`src/rtl/inst_fetch_pkg.sv`:
```
`timescale 1ns/1ps
`default_nettype none
// ============================================================================
// Module      : inst_fetch_pkg
// Description : Shared core constants and the fetch-to-decode entry type.
// Revision    : 1.0 - initial release
// ============================================================================
package inst_fetch_pkg;

    localparam int XLEN = 64;
    localparam int ILEN = 32;
    localparam logic [XLEN-1:0] PC_STEP          = 64'd4;
    localparam logic [XLEN-1:0] DEFAULT_RESET_PC = 64'h0000_0000_8000_0000;

    typedef struct packed {
        logic [XLEN-1:0] pc;
        logic [ILEN-1:0] inst;
    } fetch_entry_t;

endpackage
`default_nettype wire

```
`src/rtl/inst_fifo.sv`:
```
`timescale 1ns/1ps
`default_nettype none
// ============================================================================
// Module      : inst_fifo
// Description : Synchronous FIFO of fetch entries; flush beats push and pop.
// Revision    : 1.0 - initial release
// ============================================================================
module inst_fifo
    import inst_fetch_pkg::*;
#(
    parameter int DEPTH = 4
) (
    input  logic                   clk,
    input  logic                   rst,
    input  logic                   push_i,
    input  fetch_entry_t           push_data_i,
    input  logic                   pop_i,
    input  logic                   flush_i,
    output fetch_entry_t           head_o,
    output logic [$clog2(DEPTH):0] count_o,
    output logic                   empty_o,
    output logic                   full_o
);

    localparam int c_ptr_w = $clog2(DEPTH);
    localparam int c_cnt_w = c_ptr_w + 1;

    fetch_entry_t       mem_q [DEPTH];
    logic [c_ptr_w-1:0] wr_ptr_q;
    logic [c_ptr_w-1:0] rd_ptr_q;
    logic [c_cnt_w-1:0] count_q;
    logic               w_push;
    logic               w_pop;

    assign empty_o = (count_q == '0);
    assign full_o  = (count_q == c_cnt_w'(DEPTH));
    assign w_pop   = pop_i && !empty_o;
    assign w_push  = push_i && (!full_o || w_pop);
    assign head_o  = mem_q[rd_ptr_q];
    assign count_o = count_q;

    always_ff @(posedge clk) begin
        if (rst || flush_i) begin
            wr_ptr_q <= '0;
            rd_ptr_q <= '0;
            count_q  <= '0;
        end else begin
            if (w_push) begin
                wr_ptr_q <= wr_ptr_q + c_ptr_w'(1);
            end
            if (w_pop) begin
                rd_ptr_q <= rd_ptr_q + c_ptr_w'(1);
            end
            count_q <= count_q + c_cnt_w'(w_push) - c_cnt_w'(w_pop);
        end
    end

    // Storage carries no reset; entries are only visible through count_q.
    always_ff @(posedge clk) begin
        if (w_push && !flush_i && !rst) begin
            mem_q[wr_ptr_q] <= push_data_i;
        end
    end

endmodule
`default_nettype wire

```
`src/rtl/inst_fetch.sv`:
```
`timescale 1ns/1ps
`default_nettype none
// ============================================================================
// Module      : inst_fetch
// Description : Credit-based instruction fetch stage with redirect handling.
// Revision    : 1.0 - initial release
// ============================================================================
module inst_fetch
    import inst_fetch_pkg::*;
#(
    parameter logic [XLEN-1:0] RESET_PC   = DEFAULT_RESET_PC,
    parameter int              IBUF_DEPTH = 4
) (
    input  logic            clk,
    input  logic            rst,
    output logic            inst_req_valid,
    input  logic            inst_req_ready,
    output logic [XLEN-1:0] inst_req_addr,
    input  logic            inst_resp_valid,
    input  logic [ILEN-1:0] inst_resp_data,
    input  logic            redirect_valid,
    input  logic [XLEN-1:0] redirect_pc,
    output logic            out_valid,
    input  logic            out_ready,
    output logic [XLEN-1:0] out_pc,
    output logic [ILEN-1:0] out_inst
);

    localparam int c_cnt_w = $clog2(IBUF_DEPTH) + 1;

    logic [XLEN-1:0]    fetch_pc_q, fetch_pc_d;
    logic [XLEN-1:0]    resp_pc_q, resp_pc_d;
    logic [c_cnt_w-1:0] outstanding_q, outstanding_d;
    logic [c_cnt_w-1:0] stale_q, stale_d;

    logic [c_cnt_w-1:0] w_fifo_count;
    logic               w_fifo_empty;
    logic               w_fifo_full;
    logic               w_credit;
    logic               w_req_fire;
    logic               w_resp_stale;
    logic               w_push;
    logic               w_pop;
    logic [XLEN-1:0]    w_redirect_pc;
    fetch_entry_t       w_push_entry;
    fetch_entry_t       w_head;

    assign w_redirect_pc = redirect_pc & ~(XLEN'(3));

    // Buffer slots plus in-flight requests never exceed the depth, so every
    // response has a home when it arrives.
    assign w_credit = !w_fifo_full &&
                      (({1'b0, w_fifo_count} + {1'b0, outstanding_q}) < (c_cnt_w+1)'(IBUF_DEPTH));

    assign inst_req_valid = !rst && !redirect_valid && w_credit;
    assign inst_req_addr  = fetch_pc_q;
    assign w_req_fire     = inst_req_valid && inst_req_ready;

    assign w_resp_stale = (stale_q != '0);
    assign w_push       = inst_resp_valid && !w_resp_stale && !redirect_valid;
    assign w_push_entry = '{pc: resp_pc_q, inst: inst_resp_data};

    assign out_valid = !w_fifo_empty && !redirect_valid;
    assign w_pop     = out_valid && out_ready;
    assign out_pc    = w_fifo_empty ? '0 : w_head.pc;
    assign out_inst  = w_fifo_empty ? '0 : w_head.inst;

    always_comb begin
        fetch_pc_d    = fetch_pc_q;
        resp_pc_d     = resp_pc_q;
        stale_d       = stale_q;
        outstanding_d = outstanding_q + c_cnt_w'(w_req_fire) - c_cnt_w'(inst_resp_valid);
        if (w_req_fire) begin
            fetch_pc_d = fetch_pc_q + PC_STEP;
        end
        if (w_push) begin
            resp_pc_d = resp_pc_q + PC_STEP;
        end
        if (inst_resp_valid && w_resp_stale) begin
            stale_d = stale_q - c_cnt_w'(1);
        end
        // A response landing in the redirect cycle is dropped outright.
        if (redirect_valid) begin
            fetch_pc_d = w_redirect_pc;
            resp_pc_d  = w_redirect_pc;
            stale_d    = outstanding_q - c_cnt_w'(inst_resp_valid);
        end
    end

    always_ff @(posedge clk) begin
        if (rst) begin
            fetch_pc_q    <= RESET_PC;
            resp_pc_q     <= RESET_PC;
            outstanding_q <= '0;
            stale_q       <= '0;
        end else begin
            fetch_pc_q    <= fetch_pc_d;
            resp_pc_q     <= resp_pc_d;
            outstanding_q <= outstanding_d;
            stale_q       <= stale_d;
        end
    end

    inst_fifo #(
        .DEPTH (IBUF_DEPTH)
    ) u_ibuf (
        .clk         (clk),
        .rst         (rst),
        .push_i      (w_push),
        .push_data_i (w_push_entry),
        .pop_i       (w_pop),
        .flush_i     (redirect_valid),
        .head_o      (w_head),
        .count_o     (w_fifo_count),
        .empty_o     (w_fifo_empty),
        .full_o      (w_fifo_full)
    );

endmodule
`default_nettype wire

```
`config.mk`:
```
export PLATFORM = sky130hd
export DESIGN_NAME = inst_fetch
export DESIGN_NICKNAME = d
export VERILOG_FILES = /design/src/rtl/inst_fetch_pkg.sv /design/src/rtl/inst_fifo.sv /design/src/rtl/inst_fetch.sv
export SDC_FILE = /design/constraint.sdc
export NUM_CORES = 1
export LEC_CHECK = 0
export ABC_AREA = 1
export CORE_UTILIZATION = 58
export CTS_CLUSTER_SIZE = 24
export DETAILED_ROUTE_END_ITERATION = 7
export DONT_BUFFER_PORTS = 1
export PLACE_DENSITY = 0.81
export SLEW_MARGIN = 5
export SYNTH_ARGS = -nofsm -noshare
export SYNTH_HDL_FRONTEND = slang
export SYNTH_SLANG_ARGS = --single-unit
export TNS_END_PERCENT = 1
```
`constraint.sdc`:
```
create_clock -name clk -period 6.01 [get_ports clk]
set_input_delay 1.202 -clock clk [delete_from_list [all_inputs] [get_ports clk]]
set_output_delay 1.202 -clock clk [all_outputs]
set_load 0.03 [all_outputs]
```
==> impl_metrics.ini, run 1 <==
[status]
status = complete, but fails checks
violations = design-rule violations

[logic_synthesis]
synth_edf_count = 376
synth-seq-area-share = 0.5789
synth_top_area_share = 0.4645
yosysWarningCount = 0
syn-cell-area_um2 = 24310
synthCells = 2762
synth_cell_types = 40
ys.flop_type = edfxtp_1
avgSynthCellArea_um2 = 8.801
async_flop_share = 0
ys_ff_latch = 515
synthTopCellsByCount = 622 x nor2_1, 500 x nand2_1, 376 x edfxtp_1
synth.largest_area_cell = edfxtp_1
synth_most_common_cell = nor2_1
synthTopCellsByArea = edfxtp_1 46%, dfxtp_1 11%, nor2_1 9.6%

[critical_path]
cp-start-kind = register
cp_top_family = buffers and inverters
slowest_delay_ns = 0.72
reg2reg_from = u_ibuf.count_o[1]$_SDFF_PP0_
cp_slowest_cell = inv_4
crit_fanout = 88
ff2ff_setup_slack_ns = 2.28
reg2reg_to = u_ibuf.mem_q[3][82]$_DFFE_PP_
required_ns = 4.81
critPathKind = reg2out
crit_chain = inv_4 > buf_4 > o21ai_0 > a21oi_1
crit_arrival_ns = 3.43
end_kind = output pin
reg2reg_depth = 10
worst-path-buf-inv = 2

[cts]
ctsResizeCount = 0
h-tree-depth = 2
tritoncts = yes
cts_buffer_depth = 3
postCtsHoldBufs = 0
numCtsBuffers = 51
clk_pin_slew_ns = 0.06
cts_root_buf = clkbuf_16
clock-sinks = 515
clock_latency_ns = 0.60
postCtsSetupBuffers = 0

[pwr]
ir_drop_uv = 220.0
cellPowerDensity_nw_per_um2 = 300.0
leakage_nw = 9.157

[route]
drt_first_pass_iters = 8
initialDrtViolationCount = 1984
wl_mm = 68.15
drc = 22
drt-wirelength-per-cell_um = 20.75
antenna_left = 0
routed_via_density = 5.971
vias = 19610

[sta]
fmax_ghz = 0.2159
fin_skew_ns = 0.02683
rsz0062_at_grt = no
hold_violations = 0
final.min_clock_period_ns = 4.632
tns_ns = 0
setup_viol = 0
slew_viol_final = 0
worstMarginPinSlew_ns = 0.9649
finalCritPeriodShare = 0.7707
relSlewSlack = 0.3587

[layout]
areaGrowthSynthToFinish_pct = 8.776
layout-drive-gt1-share = 0.06395
n_antenna_cell = 0
final_util = 0.6432
fillers = 3291
layout.nets = 2830

[worst_hold_path]
hp-class = reg2reg
hp-start = stale_q[2]$_SDFFE_PP0P_
worstHoldPathCells = 2
min_to = stale_q[2]$_SDFFE_PP0P_

[floorplanning]
die_x_um = 206.7
io_pins = 264
rows = 74
die_h_um = 206.7
coreArea_um2 = 41110
initial_core_util = 0.5913
dieArea_um2 = 42740

[global_routing]
grt.total_usage = 0.3140
grt_pass1_wl_mm = 102.1
grt_max_degree = 120
grt_pass1_vias = 18520
gr-total-overflow = 0
antenna_found_initial = 2

[placement]
dp_hpwl_mm = 44.61
place.gp.congestion = 0.9802
io_buffers = 0

[job]
cap_violations = 0
-- worst max-delay path by stage --
stage | startpoint | to | slack, ns | cells past startpoint
CTS | register | out_pc[20] | 1.39 | 4
global route | register | out_pc[19] | 1.23 | 4
global placement | redirect_valid | outstanding_q[2]$_SDFF_PP0_ | 1.77 | 11
detailed placement | rst | outstanding_q[2]$_SDFF_PP0_ | 1.73 | 11
floorplan | redirect_valid | u_ibuf.mem_q[0][0]$_DFFE_PP_ | -0.78 | 8
finish | register | out_inst[22] | 1.38 | 4
-- flip-flops by register name, summed over array words and instances (netlist names), named ones only --
register	cells
u_ibuf.mem_q	376
inst_req_addr	62
resp_pc_q	62
outstanding_q	3
stale_q	3
u_ibuf.count_o	3
u_ibuf.rd_ptr_q	2
u_ibuf.wr_ptr_q	2
-- cells in the final DEF (no fill, tap or decap), drive strengths merged, types with 19 or more instances in the layout --
cell type    n
inv        172
nand3      143
xor2        30
dfxtp      139
a31oi       38
nor2       651
nand2      512
a21oi      183
buf         20
clkinv      19
edfxtp     376
nand4       28
xnor2       36
clkbuf      58
o21ai      257
-- kinds of logic after synthesis --
kind of cell               after synthesis  synth area share
and+or+nand+nor                       1372            0.2343
DFF                                    515            0.5789
AOI/OAI and AO/OA                      490            0.1041
buffers and inverters                  300           0.04884
xor gates and xnor gates                66           0.02378
adders and majority gates               18          0.009882
other                                    1         0.0001543
-- worst reg2reg max path, stage by stage, from the launching register on --
cell and delay (ns):
dfxtp_1 0.48, nor3_2 0.06, buf_4 0.30, nor2_1 0.55, nand2_1 0.21, nand2_1 0.12, nand2_1 0.11, inv_1 0.12
nand2_1 0.23, nor2_4 0.66, buf_12 0.45
-- area by class of cell --
class / instances / area [µm²] / share of cell area
Clock buffer: 58 / 1345 / 0.05087
Clock inverter: 37 / 407.9 / 0.01543
Inverter: 172 / 648.1 / 0.02451
Multi-Input combinational cell: 1950 / 9095 / 0.3439
Sequential cell: 515 / 14080 / 0.5325
Tap cell: 532 / 665.6 / 0.02517
Timing Repair Buffer: 20 / 200.2 / 0.007571
-- per-layer routing --
metal	vias up	share of wire	track usage	routed length, µm
li1	9143	-	-	-
met3	153	0.11	0.06546	7806
met5	-	0	0	0
met1	9291	0.39	0.4131	26280
met2	1023	0.46	0.5080	31490
met4	0	0.038	0.1288	2576
-- power breakdown --
group	switching, mW	internal [mW]	total (mW)
registers	0.198	3.91	4.11
clock network	1.37	1.96	3.33
logic	0.361	0.134	0.495
total	1.93	6.00	7.93
-- per-stage QoR --
stage	power (mW)	setup WS, ns	cells	hold slack (ns)	cell area, µm²
final	7.932	1.378	3284	0.4785	26440
after global routing	8.171	1.229	3284	0.4999	26440
after CTS	7.951	1.388	3284	0.4726	26440
after floorplan	4.520	-0.7764	2765	0.4471	24320
after global placement	4.644	1.769	3189	0.4540	24690
after detailed placement	4.666	1.726	3189	0.4655	24690
Power figures use the tool's default switching activity.
==> run 2: changes to the inputs <==
==> constraint.sdc (replaced) <==
create_clock -name clk -period 4.02 [get_ports clk]
set_input_delay 0.804 -clock clk [delete_from_list [all_inputs] [get_ports clk]]
set_output_delay 0.804 -clock clk [all_outputs]
set_load 0.03 [all_outputs]
==> run 2 against run 1 <==
Compared with the run above:
- the run still ends with design-rule violations left
- highest routed layer unchanged
- non-clock buffer count is 68 higher
- wire length up 2.1%
- count of clock-buffer cells in the layout increased by 10
- largest power group unchanged
- final area is 1.8% higher
==> impl_metrics.ini, run 2 (synthesized netlist as in run 1, its figures left out) <==
[critical_path]
ff2ff_setup_slack_ns = 1.13
critPathKind = reg2out
reg2reg_to = u_ibuf.mem_q[2][2]$_DFFE_PP_
crit_arrival_ns = 2.85
startpoint = u_ibuf.count_o[1]$_SDFF_PP0_
cp-start-kind = register
crit_fanout = 61
crit_end = out_pc[15]
required_ns = 3.22
reg2reg_depth = 9
end_kind = output pin
reg2reg_from = stale_q[0]$_SDFFE_PP0P_

[pwr]
ir_drop_uv = 307.2
cellPowerDensity_nw_per_um2 = 433.4
leakage_nw = 9.516

[floorplanning]
io_pins = 264
rows = 74
die_x_um = 206.7
dieArea_um2 = 42740
coreArea_um2 = 41110
initial_core_util = 0.5913
die_h_um = 206.7

[cts]
h-tree-depth = 2
clock_latency_ns = 0.60
tritoncts = yes
postCtsHoldBufs = 0
cts_root_buf = clkbuf_16
clock-sinks = 515
numCtsBuffers = 51
cts_buffer_depth = 3
ctsResizeCount = 0
clk_pin_slew_ns = 0.06
postCtsSetupBuffers = 0

[layout]
layout.cells.most_common = nor2_1
largest_register = u_ibuf.mem_q
layout-drive-gt1-share = 0.08401
fillers = 3280
layout.nets = 2898
areaGrowthSynthToFinish_pct = 10.78
final_cell_mix = 618 x nor2_1, 500 x nand2_1, 376 x edfxtp_1, 243 x o21ai_0, 183 x a21oi_1
final_cell_area_um2 = 26930
n_antenna_cell = 0
largest_reg_flops = 376

[sta]
rsz0062_at_grt = no
hold_violations = 0
setup_viol = 0
tns_ns = 0
finalCritPeriodShare = 0.9098
final.min_clock_period_ns = 3.658
slew_viol_final = 0
fmax_ghz = 0.2734
worstMarginPinSlew_ns = 0.9316
relSlewSlack = 0.3789
fin_skew_ns = 0.01165

[placement]
io_buffers = 0
place.gp.congestion = 0.9882
dpl_cell_area_um2 = 25280
dp_hpwl_mm = 45.75

[route]
routed_via_density = 5.956
wl_mm = 69.61
drt_first_pass_iters = 8
antenna_left = 0
initialDrtViolationCount = 1925
drt-wirelength-per-cell_um = 20.76
vias = 19970
drc = 16

[worst_hold_path]
hp-class = in2reg

[status]
violations = design-rule violations
status = complete, but fails checks

[global_routing]
antenna_found_initial = 1
grt.total_usage = 0.3241
grt_pass1_wl_mm = 105.2
grt_pass1_vias = 19170
gr-total-overflow = 0
grt_max_degree = 130

[job]
cap_violations = 0
## run 2: cell types whose count changed in the layout (fill, tap and decap cells not counted), sizes merged
| cell | before | now |
|---|---|---|
| bufinv | 8 | 3 |
| buf | 20 | 88 |
| clkbuf | 58 | 68 |
| clkinv | 19 | 20 |
| clkinvlp | 10 | 5 |
## run 2: worst min-delay path by stage
stage / from / endpoint / slack [ns] / cells after the start
2_1_floorplan: stale_q[2]$_SDFFE_PP0P_ / stale_q[2]$_SDFFE_PP0P_ / 0.45 / 2
3_3_place_gp: stale_q[2]$_SDFFE_PP0P_ / stale_q[2]$_SDFFE_PP0P_ / 0.45 / 2
3_5_place_dp: stale_q[2]$_SDFFE_PP0P_ / stale_q[2]$_SDFFE_PP0P_ / 0.47 / 2
4_1_cts: rst / outstanding_q[2]$_SDFF_PP0_ / 0.25 / 1
5_1_grt: rst / outstanding_q[2]$_SDFF_PP0_ / 0.26 / 1
6_report: inst_resp_data[20] / u_ibuf.mem_q[3][20]$_DFFE_PP_ / 0.30 / 0
## run 2: layer usage
metal | share of wire | up-vias | track usage
met5 | 0 | - | 0
met3 | 0.11 | 191 | 0.07834
met4 | 0.043 | 0 | 0.1423
met1 | 0.38 | 9447 | 0.4187
met2 | 0.46 | 1057 | 0.5208
li1 | - | 9274 | -
## run 2: final cells by class
cell class                      count  area, µm²  share of cell area
Multi-Input combinational cell   1950       9095              0.3377
Clock buffer                       68       1413             0.05246
Tap cell                          532      665.6             0.02472
Clock inverter                     28      241.5            0.008967
Timing Repair Buffer               88      785.8             0.02918
Inverter                          172      648.1             0.02407
Sequential cell                   515      14080              0.5229
## run 2: metrics by stage
| stage | hold slack (ns) | setup slack [ns] | util | total power [mW] | std cells |
|---|---|---|---|---|---|
| 2_1_floorplan | 0.4471 | -0.8314 | - | 6.755 | 2765 |
| 3_3_place_gp | 0.4540 | 1.013 | 0.6148 | 6.986 | 3257 |
| 3_5_place_dp | 0.4663 | 0.9767 | 0.6148 | 7.023 | 3257 |
| 4_1_cts | 0.2545 | 0.3439 | 0.6551 | 11.69 | 3353 |
| 5_1_grt | 0.2631 | 0.2301 | 0.6551 | 12.01 | 3353 |
| 6_report | 0.3010 | 0.3624 | 0.6551 | 11.67 | 3353 |
## run 2: where the power goes
part           internal (mW)  switching (mW)  total [mW]
Clock                   2.68            2.06        4.74
Combinational          0.238           0.551       0.788
Sequential              5.85           0.300        6.15
## run 2: worst max-delay path, cell delays in order, from the launching register on
cell	delay, ns
dfxtp_1	0.40
nor3_2	0.22
buf_4	0.68
buf_4	0.53
a21oi_1	0.15
buf_4	0.20
==> edit: new RTL, settings of run 1 <==
Make the reset (`rst`) asynchronous in one clocked block.
--- a/src/rtl/inst_fetch.sv
+++ b/src/rtl/inst_fetch.sv
@@ -88,5 +88,5 @@
     end
 
-    always_ff @(posedge clk) begin
+    always_ff @(posedge clk or posedge rst) begin
         if (rst) begin
             fetch_pc_q    <= RESET_PC;
Check against the original RTL: not equivalent (Yosys sat finds a counterexample within 4 cycles, from zero or initial values and one cycle with rst high; the reset may be asserted at any time).
==> edit against run 1 <==
  * Final cell count increased by 3.7%
  * Total power increased by 13%
  * Highest routed layer unchanged
  * Design area grew 3.9%
  * Sequential cell count unchanged
  * Sequential share of layout area up 0.37 points
  * Worst setup slack better by 310 ps
  * Routed wire length up 3.5%
  * Critical endpoint is now out_pc[34]
  * Largest power group unchanged
  * Synthesized area is 3.4% higher
==> edit: results (changes against run 1) <==
DR vias: 19600 (-0.25%)
#MultiIn Comb: 1987 (+1.9%)
Outcome: finished, final reports clean
Placer Congestion: 0.957 (-2.3%)
Sequential-to-total area share from yosys stat: 58.6% (+0.67 points)
Largest net degree at the start of global routing: 189 (+57%)
Synth async-reset ratio: 25.2% (+25 points)
Detailed Route WL: 70.5 mm (+3.5%)
Total track usage: 31.8% (+0.43 points)
Synth cell types: 44 (+10%)
Logic inverters: 213 (+24%)
DRT iter0 DRCs: 1998 (+0.71%)
Clock-cell share of area: 6.68% (+0.055 points)
WHS: 482 ps (+3.32 ps)
Die X: 210 um (+1.7%)
Detailed Routing Iterations Pass 1: 5 (-3)
Vias in the first global route: 18700 (+0.96%)
Buffering overhead: 0.820% (+0.063 points)
Flop2flop setup slack: 2330 ps (+50 ps)
Max FO, Critical Path: 70 (-20%)
Multi-input combinational area share: 33.3% (-1.1 points)
Initial antenna violation count: 0 (-2)
LEAKAGE: 10.5 nW (+15%)
FF+latch count: 515 (unchanged)
Clkbuf count: 59 (+1.7%)
Critical path arrival: 3120 ps (-310 ps)
Worst Hold Launch: u_ibuf.rd_ptr_q[0]
Worst-Margin Slew: 1220 ps (+254 ps)
Post-Syn Instances: 2827 (+2.4%)
Final nets: 2908 (+2.8%)
Post-Route Skew: 19.1 ps (-7.76 ps)
Core Util, Final: 64.9% (+0.61 points)
Vias per std cell: 5.74 (-3.8%)
Fraction of area in registers: 53.6% (+0.37 points)
Cells after DPL: 3312 (+3.9%)
Area of placed instances: 0.0256 mm^2 (+3.9%)
RR Endpoint: u_ibuf.mem_q[2][72]
Pre-CTS WS: 1960 ps (+234 ps)
==> edit: worst max-delay path by stage <==
stage                           to  slack, ps  cells after the start            start
2_1_floorplan   u_ibuf.mem_q[2][0]         70                      3              rst
3_3_place_gp    u_ibuf.mem_q[2][0]       2000                      8  inst_resp_valid
3_5_place_dp   u_ibuf.mem_q[2][81]       1960                      8  inst_resp_valid
4_1_cts                 out_pc[34]       1670                      5             flop
5_1_grt               out_inst[11]       1540                      4             flop
6_report                out_pc[34]       1680                      5             flop
==> edit: worst max-delay path, stage by stage, from the launching register on <==
cell and delay (ps):
dfxtp_4 700, inv_2 410, buf_12 340, nor2_1 160
o21ai_1 80, a21oi_1 750
==> edit: kinds of logic (layout without fill, tap and decap cells) <==
kind of cell / after synthesis / after routing / synth area share, %
AO/OA/AOI/OAI: 389 / 389 / 8.00
XOR/XNOR: 63 / 63 / 2.19
adder cells (fa/ha/maj): 18 / 18 / 0.955
buffers and inverters: 328 / 326 / 5.23
flip-flops: 515 / 515 / 58.6
other: 1 / 4 / 0.0149
AND/OR/NAND/NOR: 1513 / 1513 / 25.0
==> edit: per-layer routing <==
| metal | share of wire [%] | vias up | global-route usage (%) |
|---|---|---|---|
| met5 | 0 | - | 0 |
| met4 | 3.9 | 0 | 12.5 |
| met3 | 8.7 | 119 | 5.91 |
| met2 | 47 | 831 | 52.0 |
| met1 | 40 | 9397 | 42.3 |
| li1 | - | 9214 | - |
==> edit: power groups by stage <==
stage                     Sequential [mW]  Combinational, mW  Clock (mW)
after global placement               4.66              0.879           0
after detailed placement             4.68              0.910           0
after global routing                 4.65               1.05        3.63
after floorplan                      4.51              0.730           0
final                                4.62              0.927        3.44
after CTS                            4.60              0.921        3.49
